<file path="src/rtl/bias2_delta_gen.sv">
// bias2_delta_gen: computes the five layer-2 bias deltas -(lr * err_k) in Q8.8
// through one shared multiplier, one slot per cycle. Once all five are in
// place it issues a single-cycle accumulate command to the bias2 bank.
module bias2_delta_gen #(
  parameter int         WIDTH    = 16,
  parameter int         FRAC     = 8,
  parameter logic [3:0] CTRL_UPD = 4'b0001
) (
  input  logic             clk,
  input  logic             rst_n,
  input  logic             start,
  input  logic [3:0]       step_in,
  input  logic [WIDTH-1:0] lr,
  input  logic [WIDTH-1:0] err_1,
  input  logic [WIDTH-1:0] err_2,
  input  logic [WIDTH-1:0] err_3,
  input  logic [WIDTH-1:0] err_4,
  input  logic [WIDTH-1:0] err_5,
  output logic             busy,
  output logic             done,
  output logic [3:0]       ctrl,
  output logic [3:0]       step,
  output logic [WIDTH-1:0] deltab2_1,
  output logic [WIDTH-1:0] deltab2_2,
  output logic [WIDTH-1:0] deltab2_3,
  output logic [WIDTH-1:0] deltab2_4,
  output logic [WIDTH-1:0] deltab2_5
);

  localparam int PW = 2 * WIDTH;
  localparam logic signed [PW:0] SAT_MAX = (PW+1)'((2 ** (WIDTH - 1)) - 1);
  localparam logic signed [PW:0] SAT_MIN = -SAT_MAX - 1;

  typedef enum logic [1:0] {
    IDLE   = 2'd0,
    CALC   = 2'd1,
    COMMIT = 2'd2
  } state_e;

  state_e                  state_q, state_d;
  logic [2:0]              idx_q;
  logic signed [WIDTH-1:0] err_q   [5];
  logic signed [WIDTH-1:0] lr_q;
  logic [3:0]              step_q;
  logic [WIDTH-1:0]        delta_q [5];

  logic signed [PW-1:0]    prod;
  logic signed [PW:0]      neg;
  logic signed [PW:0]      shr;
  logic [WIDTH-1:0]        sat;

  // Shared multiplier: negate in one extra bit so -(-32768 * -32768) fits,
  // floor-shift back to Q8.8, then clamp to the 16-bit signed range.
  always_comb begin
    prod = err_q[idx_q] * lr_q;
    neg  = -($signed({prod[PW-1], prod}));
    shr  = neg >>> FRAC;
    if (shr > SAT_MAX) begin
      sat = {1'b0, {(WIDTH-1){1'b1}}};
    end else if (shr < SAT_MIN) begin
      sat = {1'b1, {(WIDTH-1){1'b0}}};
    end else begin
      sat = shr[WIDTH-1:0];
    end
  end

  // State register.
  always_ff @(posedge clk or negedge rst_n) begin
    if (!rst_n) begin
      state_q <= IDLE;
    end else begin
      state_q <= state_d;
    end
  end

  // Next-state and command decode; every output is a decode of state_q, so
  // nothing on the inputs reaches the outputs within a cycle.
  // NOTE: every signal gets a default first so no path through the block can infer a latch.
  always_comb begin
    state_d = state_q;
    busy    = 1'b0;
    done    = 1'b0;
    ctrl    = 4'b0000;
    unique case (state_q)
      IDLE: begin
        if (start) state_d = CALC;
      end
      CALC: begin
        busy = 1'b1;
        if (idx_q == 3'd4) state_d = COMMIT;
      end
      COMMIT: begin
        busy    = 1'b1;
        done    = 1'b1;
        ctrl    = CTRL_UPD;
        state_d = IDLE;
      end
      default: state_d = IDLE;
    endcase
  end

  // Operand capture on acceptance, then one delta slot written per CALC cycle.
  // NOTE: the small operand/delta arrays are reset too, because a reset must visibly zero the deltas.
  always_ff @(posedge clk or negedge rst_n) begin
    if (!rst_n) begin
      idx_q  <= 3'd0;
      lr_q   <= '0;
      step_q <= 4'd0;
      for (int i = 0; i < 5; i++) begin
        err_q[i]   <= '0;
        delta_q[i] <= '0;
      end
    end else begin
      if (state_q == IDLE && start) begin
        idx_q    <= 3'd0;
        lr_q     <= lr;
        step_q   <= step_in;
        err_q[0] <= err_1;
        err_q[1] <= err_2;
        err_q[2] <= err_3;
        err_q[3] <= err_4;
        err_q[4] <= err_5;
      end else if (state_q == CALC) begin
        delta_q[idx_q] <= sat;
        idx_q          <= idx_q + 3'd1;
      end
    end
  end

  assign step      = step_q;
  assign deltab2_1 = delta_q[0];
  assign deltab2_2 = delta_q[1];
  assign deltab2_3 = delta_q[2];
  assign deltab2_4 = delta_q[3];
  assign deltab2_5 = delta_q[4];

endmodule

</file>
<file path="config.mk">
export PLATFORM = sky130hd
export DESIGN_NAME = bias2_delta_gen
export DESIGN_NICKNAME = d
export VERILOG_FILES = /design/src/rtl/bias2_delta_gen.sv
export SDC_FILE = /design/constraint.sdc
export NUM_CORES = 1
export LEC_CHECK = 0
export ABC_CLOCK_PERIOD_IN_PS = 11000
export CORE_MARGIN = 2
export CORE_UTILIZATION = 50
export CTS_CLUSTER_DIAMETER = 30
export DETAILED_ROUTE_END_ITERATION = 12
export HOLD_SLACK_MARGIN = 0.02
export PLACE_DENSITY = 0.77
export SKIP_CTS_REPAIR_TIMING = 1
export SLEW_MARGIN = 10
export SYNTH_ARGS = -nofsm -noshare
export SYNTH_HDL_FRONTEND = slang
export SYNTH_SLANG_ARGS = --single-unit
</file>
<file path="constraint.sdc">
create_clock -name clk -period 11 [get_ports clk]
set_clock_uncertainty 0.1 [all_clocks]
set_input_delay 2.75 -clock clk [delete_from_list [all_inputs] [get_ports clk]]
set_output_delay 2.75 -clock clk [all_outputs]
set_load 0.02 [all_outputs]
</file>
* Word-level counts from Yosys, hierarchy flattened *
Index checks and enable logic that the tools add are counted.

operators by class
  $add $sub $neg = 2
  multiply operators = 1
  $lt $le $gt $ge = 4
  equality and inequality tests = 5
  mux-type cells = 16
  bitwise gates (word level) = 2
  reductions and logical operators = 7

operators with widths
  cell                                                          count
  bitwise mux 80 bit                                            1
  two-way mux 16 bit                                            5
  binary-select mux 16 bit (select 3 bit)                       1
  demux 16 bit (select 3 bit)                                   1
  negation 32 -> 33 bit                                         1
  multiplier 16 x 16 -> 32 bit                                  1
  > comparator 25 x 16 -> 1 bit, second input constant          1
  less-than comparator 25 x 16 -> 1 bit, second input constant  1
  two-way mux 3 bit                                             2
  greater-or-equal comparator 4 bit, second input constant      1
  less-than comparator 4 x 1 -> 1 bit, second input constant    1
  two-way mux 2 bit                                             2
  != test 2 bit, second input constant                          2
  inverter 3 -> 4 bit                                           1
  case mux 2 bit (2 select lines)                               1
  AND reduction 2 bit                                           2
  adder 3 x 1 -> 3 bit, second input constant                   1
  == test 3 bit, second input constant                          1
  two-way mux 1 bit                                             3
  == test 2 x 1 -> 1 bit, second input constant                 1
  == test 2 bit, second input constant                          1
  logical AND 1 bit                                             2
  logical NOT 2 bit                                             1
  nonzero test 2 bit                                            1
  2 further kinds                                               2

word-level totals
  register bits after elaboration = 185
  input bits = 103
  output and inout bits = 90
  word-level logic and storage cells = 51

* Longest topological paths before layout *
Gate-level depths: netlist of run 1.

  word-level depth = 10
  mapped depth = 34

* Worst setup path before layout of run 1 *
OpenSTA, ideal clock, no wires.

  path kind = reg-to-reg
  start point = register idx_q[0]
  end point = register delta_q, in the netlist deltab2_3[3]
  arrival time = 7.908 ns
  setup slack = 2.842 ns
  cell stages (with the launch flop) = 33
  path through = dfrtp_1 > buf_2 > buf_1 > buf_2 > mux2i_1 > nor2_1 > a21oi_1 > o22ai_1 > clkbuf_1 > nand2_1 > fa_1 > inv_1 > fa_1 > fa_1 > inv_1 > fa_1 > fa_1 > inv_1 > fa_1 > inv_1 > ha_1 > clkbuf_1 > and4_1 > o21ai_1 > nor4b_2 > o211ai_2 > and2_1 > o21bai_1 > xor2_2 > o41ai_2 > buf_2 > buf_4 > a41oi_1

between the ends
  longest elaborated chain between the ends = 10
  elaborated cells between the ends (all ways) = 16
  classes of those cells = 1 x add/sub; 1 x mul; 4 x order compare; 8 x mux; 1 x bitwise; 1 x reduce/logical

ends and longest elaborated chain
  what                                                    RTL line  text
  from (decl)                                             41        logic [2:0] idx_q;
  from (signal assigned)                                  125       idx_q <= idx_q + 3'd1;
  inverter 3 -> 4 bit (not written as such) *             55, 124
  binary-select mux 16 bit (select 3 bit)                 55        prod = err_q[idx_q] * lr_q;
  two-way mux 16 bit (not written as such) (2 in series)  55
  multiplier 16 x 16 -> 32 bit                            55
  negation 32 -> 33 bit                                   56        neg = -($signed({prod[PW-1], prod}));
  less-than comparator 25 x 16 -> 1 bit                   60        end else if (shr < SAT_MIN) begin
  two-way mux 16 bit                                      60
  two-way mux 16 bit                                      58        if (shr > SAT_MAX) begin
  bitwise mux 80 bit *                                    124       delta_q[idx_q] <= sat;
  to (signal, indexed assignment)                         124
  to (decl)                                               45        logic [WIDTH-1:0] delta_q [5];

Mark *: on every way between the ends. The rest lies on a longest branch, timed or not. The select of a mux whose other input is x is not followed.
A chain may end at the register's enable or synchronous reset.

* Final worst setup path of run 1 *
  start point = register idx_q[2]
  end point = register delta_q, in the netlist deltab2_2[5]

The elaborated chain is that of the path after synthesis.

==> run summary, run 1 <==
Of the available clock period, the critical path in the final layout requires 86.2%. The worst setup path is of the reg2reg kind. For this block, the routed nets add up to 47.4 mm of wire.

The worst setup path is captured at a register. The run gives 0.105 GHz as the maximum frequency from static timing analysis. At the placement stage, the worst setup path has a slack of 1620 ps.

The delay contributed by the slowest stage of the critical path was 1010 ps; the initial antenna violation count was 2. After layout, the minimum clock period comes to 9480 ps. The post-synthesis area per instance works out to 10.2 um2. Detailed routing placed a total of 23.3 mm of wire on met2. In the final layout, the share of cells above drive strength 1 is 9.90%.

The detailed router put a total of 18.7 mm of wire on met1. In this run the cell area of the synthesized design comes to 0.0188 mm2. The final-report setup violation count came out at 0. In the post-synthesis netlist, the biggest area contributors are sky130_fd_sc_hd__fa_1 (28%), sky130_fd_sc_hd__dfrtp_1 (25%), sky130_fd_sc_hd__ha_1 (7.1%). The number of nets at the end of the flow came out at 2,449. Traced cell by cell, the critical path runs through nor2b_1, a21oi_1, o22ai_2, nand2_1, fa_1, fa_1, inv_1, ha_1, inv_1, fa_1, fa_1, inv_1, fa_1, inv_1, ha_1, a21oi_1, o21a_1, o21ai_0, a211o_1, nand3b_1, xnor2_1, nor3_4, nand4_1, a41oi_1.

Total count of max-transition violations in the final report: 0. The final setup TNS is 0 ps. Synthesis instantiated 71 different standard cells from the library. TritonCTS built the clock tree. The logs give 78.2 mm for the global-route wire length before repair and 0 for the number of violations of the max-capacitance limit. Sequential cells were found to cover 24.6% of the synthesized design area. The run gives 17 as the CTS buffer count.

In this run, the number of DRC markers left after iteration 0 of detailed routing was 893. In the synthesized netlist the async set-or-reset flop fraction comes to 100%. For the area enclosed by the die boundary, the log shows 0.0393 mm2. For this run, design rule violations remaining after detail routing come to 0. The run gives 2,502 as the number of cells in the finished layout apart from fillers. The startpoint identified for the worst register-to-register timing path is idx_q[2]$_DFFE_PN0P_.

In the routed layout, each cell is associated on average with a via count of 5.56. The reg-to-reg setup timing slack is 1520 ps. 193 I/O pins were placed. The critical-path maximum fanout was 31. The uppermost layer routed was met5.

The dominant cell type by area after synthesis is sky130_fd_sc_hd__fa_1. The path class of the tightest hold or removal check is reg2reg. The kind of start point of the critical path was a register. Clock latency on the worst-skew pair, taken at its later pin, is 460 ps. The timing endpoint of the critical path was deltab2_2[5]$_DFFE_PN0P_. The tools report the final worst slack as 1520 ps. Among the stages of the critical path, the cell type that occurs most often is sky130_fd_sc_hd__fa_1. The tightest slew margin relative to the limit is 15.7%.

The most used flip-flop cell after synthesis is sky130_fd_sc_hd__dfrtp_1. The initial utilization of the core area, before any placement, comes to 50.4%. The floorplan row count came out at 71. The share of Yosys cell area claimed by the top area cell type was 27.8%.

The run gives 9760 ps as the signal arrival time at the worst endpoint. The number of global-route vias before repair was 15,100. Counting cells, the worst reg-to-reg path comes to 24.

Buffers placed on the I/O ports in this run total 189. Entering global routing, the biggest net connects 102 pins. The gate count of the mapped netlist is 1,844, and the vertical extent of the die is 198 um.

Highest-delay cell along the critical path: sky130_fd_sc_hd__nor3_4. The antenna violation net count after detailed routing was 0; the flop and latch count out of synthesis was 185. At the pin with the least slew margin, the transition time is 1260 ps. The tools report the terminus of the critical flop-to-flop path as deltab2_2[5]$_DFFE_PN0P_.

The synthesis-to-finish area growth is 15.7%, and the number of clock sinks seen by CTS is 185. For the first-pass iteration count of the detailed router, the log shows 7. The number of flops mapped to enable cells by yosys was 0. After clock tree synthesis, the clock-pin slew on the worst setup and hold paths is 80 ps.

The number of vias after detailed routing was 13,900. The run gives 25.8% as the global-route usage over all layers. The HPWL after detailed placement is 37.1 mm. The run gives 0 as the final count of hold timing violations. Setup repair after global routing left no endpoint under its margin. The required time at the worst-slack endpoint was 11,280 ps; the number of H-tree levels was 4.

The detailed route wirelength on metal3 came out at 3.13 mm. The clock passes through at most 2 buffers. The run finished with clean final reports.

Yosys printed 0 warnings. The root buffer cell chosen for the clock tree is sky130_fd_sc_hd__clkbuf_16. After detailed routing, the average wire length per cell comes to 19.0 um. Routability-driven placement finished with a final weighted congestion of 0.911. The area of the core region is 0.0374 mm2, and the die width is 198 um. The number of placed instances, taps included, is 2,469. Startpoint of the worst setup timing path: idx_q[2]$_DFFE_PN0P_.

After global routing the overflow that remains totals 0.
cell type report:
class,count,area (um2)
diodes,1,2.50
clock buffers,18,439
clock inverters,14,180
fillers,3060,15600
inverters,318,1190
multi-input cells,1241,12600
flip-flops and latches,185,4630
well taps,511,639
repair buffers,214,2080
synthesized netlist by cell type, drive strengths merged (14+ instances only):
master,count
nor2b,14
xnor2,21
nand2,156
clkbuf,76
nand4,28
mux2,100
nor2,113
buf,26
a41oi,75
a21oi,48
inv,318
fa,262
and2,125
ha,107
dfrtp,185
o21ai,24
mux2i,25
metal layers:
layer | vias up | GRT usage [%]
met5 | - | 0
li1 | 6197 | -
met3 | 143 | 5.02
met2 | 542 | 42.5
met4 | 2 | 13.5
met1 | 7021 | 32.3
how the worst min path moves through the flow:
| stage | startpoint | endpoint | slack, ps | cells after the start |
|---|---|---|---|---|
| 2_1_floorplan | err_q[0]$_DFFE_PN0P_ | err_q[0]$_DFFE_PN0P_ | 370 | 1 |
| 4_1_cts | err_q[68]$_DFFE_PN0P_ | err_q[68]$_DFFE_PN0P_ | 410 | 1 |
| 3_5_place_dp | err_q[39]$_DFFE_PN0P_ | err_q[39]$_DFFE_PN0P_ | 390 | 1 |
| 5_1_grt | err_q[30]$_DFFE_PN0P_ | err_q[30]$_DFFE_PN0P_ | 430 | 1 |
| 3_3_place_gp | err_q[39]$_DFFE_PN0P_ | err_q[39]$_DFFE_PN0P_ | 380 | 1 |
| 6_report | err_q[49]$_DFFE_PN0P_ | err_q[49]$_DFFE_PN0P_ | 400 | 1 |
kinds of logic (layout without fill, tap and decap cells):
group,Yosys count,count (layout),synth area share (%)
flip-flops,185,185,24.6
AO/OA/AOI/OAI,214,214,8.44
other,1,4,0.0199
multiplexers,131,131,8.02
buffers and inverters,420,564,8.71
adder cells (fa/ha/maj),369,369,34.9
AND/OR/NAND/NOR,490,490,13.7
XOR/XNOR,34,34,1.62
through the flow:
stage / hold slack (ps) / instance area, um2 / util, %
after floorplan: 371 / 18800 / -
after global placement: 385 / 21200 / 56.6
after detailed placement: 390 / 21200 / 56.6
after CTS: 410 / 21800 / 58.3
after global routing: 426 / 21800 / 58.3
final: 404 / 21800 / 58.3
state kept, by name, indices dropped and copies added, names as in the netlist:
signal / count
deltab2_1: 16
lr_q: 16
deltab2_5: 16
step: 4
deltab2_4: 16
idx_q: 3
err_q: 80
deltab2_2: 16
deltab2_3: 16
state_q: 2
critical path, delay by kind of cell, from the launching register on:
family                     cells  cell delay [ps]
adders and majority gates      7             3120
and+or+nand+nor                5             2520
AOI/OAI and AO/OA              7             2270
DFF                            1              910
buffers and inverters          4              220
xor gates and xnor gates       1              200
cell usage in the layout (no fill, tap or decap), drive strengths merged, types with 3 or more instances in the layout:
| cell type | instances |
|---|---|
| o21bai | 7 |
| inv | 324 |
| nand3 | 11 |
| conb | 3 |
| a21o | 13 |
| nor2b | 14 |
| clkinv | 4 |
| o22ai | 10 |
| nand2b | 11 |
| o21ai | 24 |
| buf | 25 |
| or2 | 3 |
| nor3 | 9 |
| nand4 | 28 |
| clkdlybuf4s50 | 188 |
| xnor2 | 21 |
| or3 | 4 |
| o21a | 5 |
| mux4 | 6 |
| clkbuf | 19 |
| fa | 262 |
| a31oi | 4 |
| a21oi | 48 |
| xor2 | 13 |
| and3 | 4 |
| mux2 | 100 |
| mux2i | 25 |
| nor2 | 113 |
| a211oi | 3 |
| a41oi | 75 |
| and2 | 125 |
| ha | 107 |
| o211ai | 5 |
| dfrtp | 185 |
| nand2 | 156 |
Power of run 1 is left out: the tool's default activity adds up to more than one toggle a clock period on the data nets, which glitch-free logic cannot reach.
==> inputs of run 2 (changes only) <==
--- a/config.mk
+++ b/config.mk
@@ -11,7 +11,7 @@
 export CTS_CLUSTER_DIAMETER = 30
 export DETAILED_ROUTE_END_ITERATION = 12
 export HOLD_SLACK_MARGIN = 0.02
-export PLACE_DENSITY = 0.77
+export PLACE_DENSITY = 0.82
 export SKIP_CTS_REPAIR_TIMING = 1
 export SLEW_MARGIN = 10
 export SYNTH_ARGS = -nofsm -noshare
==> run 2 against run 1 <==
Against the previous run:
- worst hold slack improved by 4.2 ps
- die area unchanged
- register-to-register slack improved by 130 ps
- setup slack improved by 130 ps
- via count increased by 0.67%
- sequential share of layout area about the same
- critical path depth increased by 2
- fmax increased by 1.4%
- utilization about the same
- routed wire length increased by 0.25%
- count of clock-buffer cells in the layout unchanged
- non-clock buffer count increased by 1
==> run summary, run 2 (same netlist as run 1, synthesis figures left out) <==
The worst setup path is captured at a register. The worst setup path is launched from a register. In the routed layout, each cell is associated on average with a via count of 5.59.

The smallest clock period supported by the final layout is computed as 9350 ps. The area used by sequential logic in the layout came out at 0.00463 mm2. In this run the core area contains 71 standard-cell rows. The maximum frequency from static timing analysis is 0.107 GHz, and the proportion of layout cells with a drive suffix above 1 is 9.99%. After detailed routing, the average wire length per cell comes to 19.0 um. The post-route fraction of the period consumed by the critical path came out at 85.0%.

Setup repair after global routing left no endpoint under its margin. The required time at the worst-slack endpoint was 11,160 ps. The root buffer cell was sky130_fd_sc_hd__clkbuf_16.

In this run the tightest slew margin relative to its limit is 19.0%. In the final layout, the multi-input gates occupy 0.0126 mm2. The routed design has 47.6 mm of wire.

The global-route usage over all layers is 25.7%, and the critical-path maximum fanout is 75. In this run the number of H-tree levels came out at 4. For the final routed database, the setup TNS stands at 0 ps.

The number of global-route vias before repair was 15,300. The detailed router put a total of 18.6 mm of wire on met1. The vertical extent of the die came out at 198 um. The die covers 0.0393 mm2. The detailed router finished its first iteration with 1,011 violations. The commonest non-fill, non-tap cell in the layout was sky130_fd_sc_hd__inv_1.

The die width was 198 um; the antenna diode instance count was 0. Transition time at the pin with the least slew margin: 1220 ps. Final worst slack: 1650 ps. After the last flow step, the layout net total stands at 2,450.

The run gives 0.0218 mm2 as the final standard cell area without fillers. Number of clock sinks seen by CTS: 185. Sum of overflow across all layers after global routing: 0.

The path class of the tightest hold or removal check is reg2reg. After detailed placement, the total cell area comes to 0.0212 mm2. The tool flagged a number of max-cap violations equal to 0.

The count of unresolved DRC violations after routing came out at 0. Final hold analysis gives a worst-case slack of 408 ps. The critical path is of the reg2reg type.

Leaving out fill and tap cells, the most frequent cells in the layout are sky130_fd_sc_hd__inv_1 (318), sky130_fd_sc_hd__fa_1 (262), sky130_fd_sc_hd__clkdlybuf4s50_1 (188). After clock tree synthesis, the clock-pin slew on the worst setup and hold paths is 70 ps. The run finished with clean final reports. TritonCTS built the clock tree. The register with the most flip-flops in the layout has 80 of them. The initial antenna violation count is 0. The tools report the CTS buffer count as 17.

Final count of hold timing violations: 0. The total count of max-transition violations in the final report was 0. The HPWL after detailed placement is 37.0 mm. The tools report the minimum setup slack after placement as 1780 ps. For the global-route wire length before repair, the log shows 78.7 mm. The run gives 0.907 as the placer's final routability congestion estimate. The register with the highest flop count is err_q.

The routed layout has 14,000 vias. The later pin in the worst-skew pair is clocked with a latency of 470 ps. The detailed route wirelength on metal3 is 2.91 mm. The run gives 129 as the pin count of the biggest net entering global routing. Wire segments on met2 add up to 23.9 mm in the final route.

The antenna violation net count after detailed routing came out at 0. Before antenna repair, the detailed router went through 5 iterations. The final-report setup violation count is 0. The highest metal layer carrying signal wires in the routed design is met4.

In this run the standard cell core region covers 0.0374 mm2. For this configuration, the core starts out at a cell density of 50.4%. After filler insertion, the fill cell instance count of the layout stands at 3,014. From synthesis to final layout, the design area changed by 15.8%. 193 I/O pins were placed.

Number of port buffers: 189. The signal arrival time at the worst endpoint came out at 9520 ps. No sink is reached through more buffers than the 2 on the longest clock path.
## run 2: area by class of cell
class | count | share of cell area (%)
Clock buffer | 18 | 2.01
Clock inverter | 14 | 0.809
Inverter | 318 | 5.47
Multi-Input combinational cell | 1241 | 57.9
Sequential cell | 185 | 21.2
Tap cell | 511 | 2.93
Timing Repair Buffer | 215 | 9.62
## run 2: routing by layer
layer | GRT usage, % | vias up
met5 | 0 | -
met4 | 11.7 | 0
met3 | 4.84 | 143
met2 | 43.4 | 529
met1 | 32.1 | 7115
li1 | - | 6211
## run 2: final timing paths
path                                       start                       end  slack, ps  cells past startpoint
max                         idx_q[0]$_DFFE_PN0P_  deltab2_5[4]$_DFFE_PN0P_       1650                     26
max reg2reg                 idx_q[0]$_DFFE_PN0P_  deltab2_5[4]$_DFFE_PN0P_       1650                     26
min                        err_q[32]$_DFFE_PN0P_     err_q[32]$_DFFE_PN0P_        410                      1
min reg2reg                err_q[32]$_DFFE_PN0P_     err_q[32]$_DFFE_PN0P_        410                      1
max in group asynchronous                  rst_n       lr_q[3]$_DFFE_PN0P_       7060                      2
min in group asynchronous                  rst_n       step[1]$_DFFE_PN0P_       2320                      1
## run 2: stage by stage
| step | cells | utilization (%) |
|---|---|---|
| 2_1_floorplan | 1846 | - |
| 3_3_place_gp | 2469 | 56.6 |
| 3_5_place_dp | 2469 | 56.6 |
| 4_1_cts | 2501 | 58.3 |
| 5_1_grt | 2502 | 58.3 |
| 6_report | 2502 | 58.3 |
## run 2: critical path: stages, from the launching register on
cell	delay (ps)
sky130_fd_sc_hd__dfrtp_2	1000
sky130_fd_sc_hd__nor2b_1	320
sky130_fd_sc_hd__o2bb2ai_1	220
sky130_fd_sc_hd__o2bb2ai_1	130
sky130_fd_sc_hd__buf_4	210
sky130_fd_sc_hd__and2_1	240
sky130_fd_sc_hd__fa_1	550
sky130_fd_sc_hd__inv_1	130
sky130_fd_sc_hd__fa_1	850
sky130_fd_sc_hd__fa_1	530
sky130_fd_sc_hd__fa_1	500
sky130_fd_sc_hd__fa_1	490
sky130_fd_sc_hd__inv_1	50
sky130_fd_sc_hd__fa_1	480
sky130_fd_sc_hd__inv_1	40
sky130_fd_sc_hd__ha_1	410
sky130_fd_sc_hd__a21oi_2	290
sky130_fd_sc_hd__o21a_1	150
sky130_fd_sc_hd__o22ai_1	70
sky130_fd_sc_hd__a211o_1	260
sky130_fd_sc_hd__nand3b_1	250
sky130_fd_sc_hd__a221oi_1	460
sky130_fd_sc_hd__xor2_2	120
sky130_fd_sc_hd__buf_4	240
sky130_fd_sc_hd__o41ai_4	80
sky130_fd_sc_hd__buf_4	670
sky130_fd_sc_hd__a41oi_1	280
Power of run 2 is left out for the same reason.
